## src/rtl/bin_window_feeder.sv

```systemverilog
// Streams a binarized raster image through KERNEL_DIM-1 line buffers and
// emits every fully populated KERNEL_DIM x KERNEL_DIM window of a frame.
module bin_window_feeder #(
  parameter int IMG_WIDTH  = 8,
  parameter int IMG_HEIGHT = 8,
  parameter int KERNEL_DIM = 4
) (
  input  logic                             clock,
  input  logic                             reset,
  input  logic                             frame_start,
  input  logic                             pixel_valid,
  input  logic                             pixel_in,
  output logic [KERNEL_DIM*KERNEL_DIM-1:0] pixels_out,
  output logic                             window_valid,
  output logic                             busy,
  output logic                             frame_done
);

  localparam int CW = (IMG_WIDTH  > 1) ? $clog2(IMG_WIDTH)  : 1;
  localparam int RW = (IMG_HEIGHT > 1) ? $clog2(IMG_HEIGHT) : 1;
  localparam int NB = KERNEL_DIM - 1;
  localparam int WB = KERNEL_DIM * KERNEL_DIM;

  typedef enum logic [1:0] {
    IDLE = 2'd0,
    RUN  = 2'd1,
    DONE = 2'd2
  } state_t;

  state_t                 state_q, state_d;
  logic [CW-1:0]          col_q, col_d;
  logic [RW-1:0]          row_q, row_d;
  logic [WB-1:0]          win_q, win_d;
  logic [WB-1:0]          pix_q, pix_d;
  logic [IMG_WIDTH-1:0]   lb_q [NB];
  logic [IMG_WIDTH-1:0]   lb_d [NB];
  logic                   wv_q, wv_d;
  logic                   busy_q, busy_d;
  logic                   done_q, done_d;
  logic [KERNEL_DIM-1:0]  new_col;

  // Next-state, counter, line-buffer and window computation
  always_comb begin
    state_d = state_q;
    col_d   = col_q;
    row_d   = row_q;
    win_d   = win_q;
    pix_d   = pix_q;
    lb_d    = lb_q;
    wv_d    = 1'b0;
    done_d  = 1'b0;
    // Row KERNEL_DIM-1 is the live pixel; row j comes from the buffer delayed NB-j rows.
    new_col = '0;
    new_col[KERNEL_DIM-1] = pixel_in;
    for (int j = 0; j < NB; j++) begin
      new_col[j] = lb_q[NB-1-j][IMG_WIDTH-1];
    end

    case (state_q)
      IDLE: begin
        if (frame_start) begin
          state_d = RUN;
          col_d   = '0;
          row_d   = '0;
        end else begin
          state_d = IDLE;
        end
      end
      RUN: begin
        if (pixel_valid) begin
          lb_d[0] = {lb_q[0][IMG_WIDTH-2:0], pixel_in};
          for (int b = 1; b < NB; b++) begin
            lb_d[b] = {lb_q[b][IMG_WIDTH-2:0], lb_q[b-1][IMG_WIDTH-1]};
          end
          for (int r = 0; r < KERNEL_DIM; r++) begin
            win_d[r*KERNEL_DIM +: KERNEL_DIM] =
              {new_col[r], win_q[r*KERNEL_DIM+1 +: KERNEL_DIM-1]};
          end
          // Column gating keeps windows from straddling a row wrap.
          wv_d = (row_q >= RW'(NB)) && (col_q >= CW'(NB));
          if (wv_d) begin
            pix_d = win_d;
          end else begin
            pix_d = pix_q;
          end
          if (col_q == CW'(IMG_WIDTH - 1)) begin
            col_d = '0;
            if (row_q == RW'(IMG_HEIGHT - 1)) begin
              row_d   = '0;
              state_d = DONE;
              done_d  = 1'b1;
            end else begin
              row_d = row_q + RW'(1);
            end
          end else begin
            col_d = col_q + CW'(1);
          end
        end else begin
          state_d = RUN;
        end
      end
      DONE: begin
        state_d = IDLE;
      end
      default: begin
        state_d = IDLE;
      end
    endcase
    busy_d = (state_d != IDLE);
  end

  // State and datapath registers
  always_ff @(posedge clock or posedge reset) begin
    if (reset) begin
      state_q <= IDLE;
      col_q   <= '0;
      row_q   <= '0;
      win_q   <= '0;
      pix_q   <= '0;
      wv_q    <= 1'b0;
      busy_q  <= 1'b0;
      done_q  <= 1'b0;
      for (int b = 0; b < NB; b++) begin
        lb_q[b] <= '0;
      end
    end else begin
      state_q <= state_d;
      col_q   <= col_d;
      row_q   <= row_d;
      win_q   <= win_d;
      pix_q   <= pix_d;
      wv_q    <= wv_d;
      busy_q  <= busy_d;
      done_q  <= done_d;
      for (int b = 0; b < NB; b++) begin
        lb_q[b] <= lb_d[b];
      end
    end
  end

  assign pixels_out   = pix_q;
  assign window_valid = wv_q;
  assign busy         = busy_q;
  assign frame_done   = done_q;

endmodule

```

## config.mk

```make
export PLATFORM = sky130hd
export DESIGN_NAME = bin_window_feeder
export DESIGN_NICKNAME = d
export VERILOG_FILES = /design/src/rtl/bin_window_feeder.sv
export SDC_FILE = /design/constraint.sdc
export NUM_CORES = 1
export LEC_CHECK = 0
export ABC_AREA = 0
export BUFFER_PORTS_ARGS = -buffer_cell sky130_fd_sc_hd__clkbuf_2
export CAP_MARGIN = 0
export CORE_MARGIN = 4
export CORE_UTILIZATION = 30
export CTS_CLUSTER_DIAMETER = 120
export CTS_CLUSTER_SIZE = 40
export DETAILED_ROUTE_END_ITERATION = 10
export PLACE_DENSITY = 0.48
export SYNTH_ARGS = -nofsm -noshare
export SYNTH_HDL_FRONTEND = slang
export SYNTH_SLANG_ARGS = --single-unit
```

## constraint.sdc

```tcl
create_clock -name clock -period 2.6 [get_ports clock]
set_clock_uncertainty 0.1 [all_clocks]
set_input_delay 0 -clock clock [delete_from_list [all_inputs] [get_ports clock]]
set_output_delay 0 -clock clock [all_outputs]
set_load 0.03 [all_outputs]
```

Word-level counts from Yosys, hierarchy flattened:

Index checks and enable logic that the tools add are counted.

* add/sub/neg operators: 2
* reduce and logical (&&, ||, !) cells: 8
* magnitude comparators: 2
* equal/unequal tests: 6
* multiplexer cells: 19

Operators by type and width (number)
* $mux 3: 6
* $pmux 3 s2: 2
* $mux 1: 7
* $add 3x1->3 const B: 2
* $eq 3x3->1 const B: 2
* $ge 3x2->1 const B: 2
* $mux 2: 3
* $ne 2x2->1 const B: 3
* $reduce_and 3->1: 2
* $pmux 2 s2: 1
* $reduce_and 4->1: 1
* $reduce_bool 2->1: 2
* $eq 2x1->1 const B: 1
* $logic_not 2->1: 1
* $reduce_and 2->1: 1
* $logic_and 1x1->1: 1

* output and inout port bits: 19
* flip-flop bits (word level): 67
* input port bits: 5

Depth between registers and ports, before layout:

* depth after elaboration: 6
* mapped depth: 6
* depth with buffers taken out: 5

Worst setup path after synthesis:

Ideal clock, no wire load.

* path kind: register to register
* start point: reg col_q[0]
* end point: reg pix_q[0] (netlist: pixels_out[0])
* cell stages (with the launch flop): 7
* slack: 0.679 ns
* buffers on the path: 1
* data arrival time: 1.695 ns
* clock period less this slack: 1.921 ns
* path through: dfrtp_1 > ha_1 > ha_1 > a211oi_1 > nor3_4 > buf_8 > mux2_4

* longest elaborated chain between the ends: 3

Ends and longest elaborated chain
* start: declaration: RTL line 31 `logic [CW-1:0] col_q, col_d;`
* start signal: assignment: RTL line 128 `col_q <= col_d;`
* $ge 3x2->1: RTL line 80 `wv_d = (row_q >= RW'(NB)) && (col_q >= CW'(NB));`
* $logic_and 1x1->1: RTL line 80
* $reduce_and 3->1 (no source line)
* end signal: assignment: RTL line 131 `pix_q <= pix_d;`
* end: declaration: RTL line 34 `logic [WB-1:0] pix_q, pix_d;`

Every way passes these cells.
A chain may end at the register's enable or synchronous reset.

Worst setup path after layout:

* start point: reg col_q[0]
* end point: reg pix_q[12] (netlist: pixels_out[12])

The elaborated chain is that of the path after synthesis.

==> impl_metrics.yaml <==
status:
  result_of_the_run: "finished clean"
flow_run:
  maxCapViolations: 0
floorplan:
  die_w_um: 93.7
  floorplan.die_area_mm2: 0.00877
  io_pins: 24
  dieHeight_um: 93.7
  placementRows: 30
  initial_utilization_pct: 31.7
  placeableCoreArea_mm2: 0.00694
final_layout:
  filler_cell_count: 685
  finalNetCount: 179
  antenna_cells: 0
  area_overhead_of_the_layout_relative_to_synthesis_pct: 16.3
  layout-drive-gt1-share_pct: 48.8
setup_path:
  worst_path_dominant_cell_family: "simple AND/OR/NAND/NOR gates"
  cp-end-kind: "register"
  delay_of_the_slowest_cell_on_the_worst_path_ns: 0.84
  rr_worst_depth: 5
  timing.critical_path.from_type: "register"
  critical-path-slowest-cell: "sky130_fd_sc_hd__nor3_4"
  cp.buffers_inverters: 0
  worstReg2RegStart: "col_q[0]"
  timing.critical_path.arrival_ns: 2.40
  timing.critical_path.required_ns: 2.69
  setup.worst_path.start: "col_q[0]"
  cells_along_the_critical_path: "ha_1, ha_1, a211oi_1, nor3_4, mux2_2"
  worst_r2r_endpoint: "pixels_out[12]"
  r2r_slack_ns: 0.29
  critical_path_class: "register to register"
  path_max_fanout: 17
  worst_path_most_repeated_cell: "sky130_fd_sc_hd__ha_1"
synthesis:
  asyncSetResetFlopFracSynth_pct: 100
  postSynthNetCount: 149
  syn-instance-count: 138
  ys_types: 24
  synthesis.yosys.warnings: 0
  syn-cell-area_mm2: 0.00220
  syn_area_per_cell_um2: 15.9
  synth_top_flop_cell: "sky130_fd_sc_hd__dfrtp_1"
  yosys_register_bits: 54
  synth_edf_count: 0
  seq_area_frac_synth_pct: 61.4
drt:
  route.detailed.vias_per_inst: 4.34
  remaining_drc_errors: 0
  dr_vias: 1147
  firstDrtPassIters: 3
  wl_per_cell_um: 13.3
  drt-initial-drc-count: 37
  final_antenna_net_count: 0
  detail_route.wirelength_mm: 3.50
clock_network:
  cts_sinks: 54
  post_cts.resized_instances: 0
  cts_inserted_buffers: 5
  post_cts_hold_buffer_count: 4
  htreeDepth: 2
  clk-insertion-delay-late_ns: 0.30
  root_buffer: "sky130_fd_sc_hd__clkbuf_8"
  cts_tree: "yes"
  post-cts-setup-buffers: 0
  clock_buffer_depth: 2
  clkTransAtPathRegs_ns: 0.09
timing:
  unrepaired_setup_endpoints_after_global_routing: "no"
  max_slew.worst_pin.slew_ns: 1.09
  holdWs_ns: 0.397
  setup_total_negative_slack_ns: 0
  max_slew_margin_pct: 27.1
  setup_viol_count_final: 0
  clock.fmax_mhz: 432
  final_min_period_over_clock_period_pct: 89.0
  slew_viol_final: 0
  timing.final.crit_period_ns: 2.31
  finalHoldViolations: 0
global_route:
  initial_antenna_violation_count: 0
  total_global_routing_track_utilization_pct: 8.84
  grt_pass1_vias: 1268
  wire_length_of_the_first_global_routing_pass_mm: 6.04
  remaining_global_route_overflow: 0
  largest_net_degree_at_the_start_of_global_routing: 55
pwr:
  ir_drop_mv: 0.427
  p_int_mw: 2.04
  power.share.clock_pct: 18.3
  power.sequential.fraction_pct: 46.2
  total_switching_power_mw: 1.01
  leakagePower_nw: 1.17
  power.density_cell_area_mw_per_mm2: 1190
  share_comb_of_total_power_pct: 35.5
  switching_share_pct: 33.1
placement:
  gp_congestion: 0.680
  dpl.hpwl_mm: 2.37
  placement.io_buffers: 23
min_path:
  hold_path.startpoint: "pixel_in"
  hold_path.class: "primary input to register"
  hold-path-endpoint: "pixels_out[15]"
  timing.hold.worst_path_depth: 3
-- layout by cell type (no fill, tap or decap), drive strengths merged --
master	instances
and3	1
mux2	47
nor3b	1
a21oi	2
bufinv	1
nand3b	1
nor4bb	1
o32ai	1
nand2b	1
o21a	1
nor2	4
nor4b	1
o21ai	1
nand3	1
dfrtp	54
dlygate4sd3	4
nand2	2
buf	1
a211oi	2
inv	4
clkbuf	29
nor3	1
ha	6
or4b	1
-- registers in the layout, summed over array words and instances (netlist names), 2 cells and up --
register,flops
lb_q,13
col_q,3
row_q,3
pixels_out,16
state_q,2
win_q,14
-- worst max-delay path by stage --
stage                      to  cells after the start  slack [ns]
6_report       pixels_out[12]                      5        0.29
4_1_cts        pixels_out[12]                      5        0.27
3_5_place_dp   pixels_out[10]                      5        0.28
3_3_place_gp    pixels_out[8]                      5        0.39
5_1_grt         pixels_out[8]                      5        0.16
2_1_floorplan   pixels_out[0]                      6        0.68
-- kinds of logic after synthesis --
group	synth area share [%]
muxes	25.6
buffers and inverters	2.39
AOI/OAI and AO/OA	2.10
DFF	61.4
and+or+nand+nor	5.12
adders and majority gates	3.41
-- cell type report --
type	instances	area (µm²)	area share, %
Clock buffer	6	82.6	3.23
Clock inverter	1	30.0	1.17
Inverter	4	15.0	0.587
Multi-Input combinational cell	75	797	31.1
Sequential cell	54	1350	52.8
Tap cell	96	120	4.69
Timing Repair Buffer	28	163	6.36
-- power groups by stage --
stage / combinational, mW / clock, mW / sequential (mW)
after floorplan: 0.647 / 0 / 1.60
after global placement: 1.06 / 0 / 1.41
after detailed placement: 1.10 / 0 / 1.43
after CTS: 1.11 / 0.582 / 1.41
after global routing: 1.18 / 0.611 / 1.46
final: 1.08 / 0.558 / 1.41
-- per-layer routing --
metal / routed length, µm / vias to the layer above / GRT usage, % / share of wire [%]
met5: 0 / - / 0 / 0
met4: 47 / 0 / 3.61 / 1.3
met3: 175 / 5 / 2.96 / 5.0
met2: 1610 / 18 / 14.0 / 46
met1: 1670 / 578 / 11.1 / 48
li1: - / 546 / - / -
-- cells in the mapped netlist, types with 2 or more instances --
library cell,instances,area share (%)
sky130_fd_sc_hd__a211oi_1,2,0.68
sky130_fd_sc_hd__a21oi_1,2,0.45
sky130_fd_sc_hd__buf_2,3,0.68
sky130_fd_sc_hd__dfrtp_1,54,61
sky130_fd_sc_hd__ha_1,6,3.4
sky130_fd_sc_hd__inv_1,4,0.68
sky130_fd_sc_hd__mux2_2,38,19
sky130_fd_sc_hd__mux2_4,9,6.1
sky130_fd_sc_hd__nand2_1,2,0.34
sky130_fd_sc_hd__nor2_1,4,0.68
-- stage by stage --
step	instance area (µm²)	setup slack [ns]	cells	total power [mW]	util, %
global route	2560	0.162	264	3.25	36.8
floorplan	2200	0.679	138	2.25	-
global placement	2410	0.389	253	2.47	34.6
finish	2560	0.285	264	3.05	36.8
CTS	2560	0.272	264	3.10	36.8
detailed placement	2410	0.279	253	2.53	34.6
-- worst register-to-register path: stages, from the launching register on --
cell                       delay [ns]
sky130_fd_sc_hd__dfrtp_1         0.40
sky130_fd_sc_hd__ha_1            0.20
sky130_fd_sc_hd__ha_1            0.16
sky130_fd_sc_hd__a211oi_1        0.07
sky130_fd_sc_hd__nor3_4          0.85
sky130_fd_sc_hd__mux2_2          0.43
(Power assumes the default switching activity.)
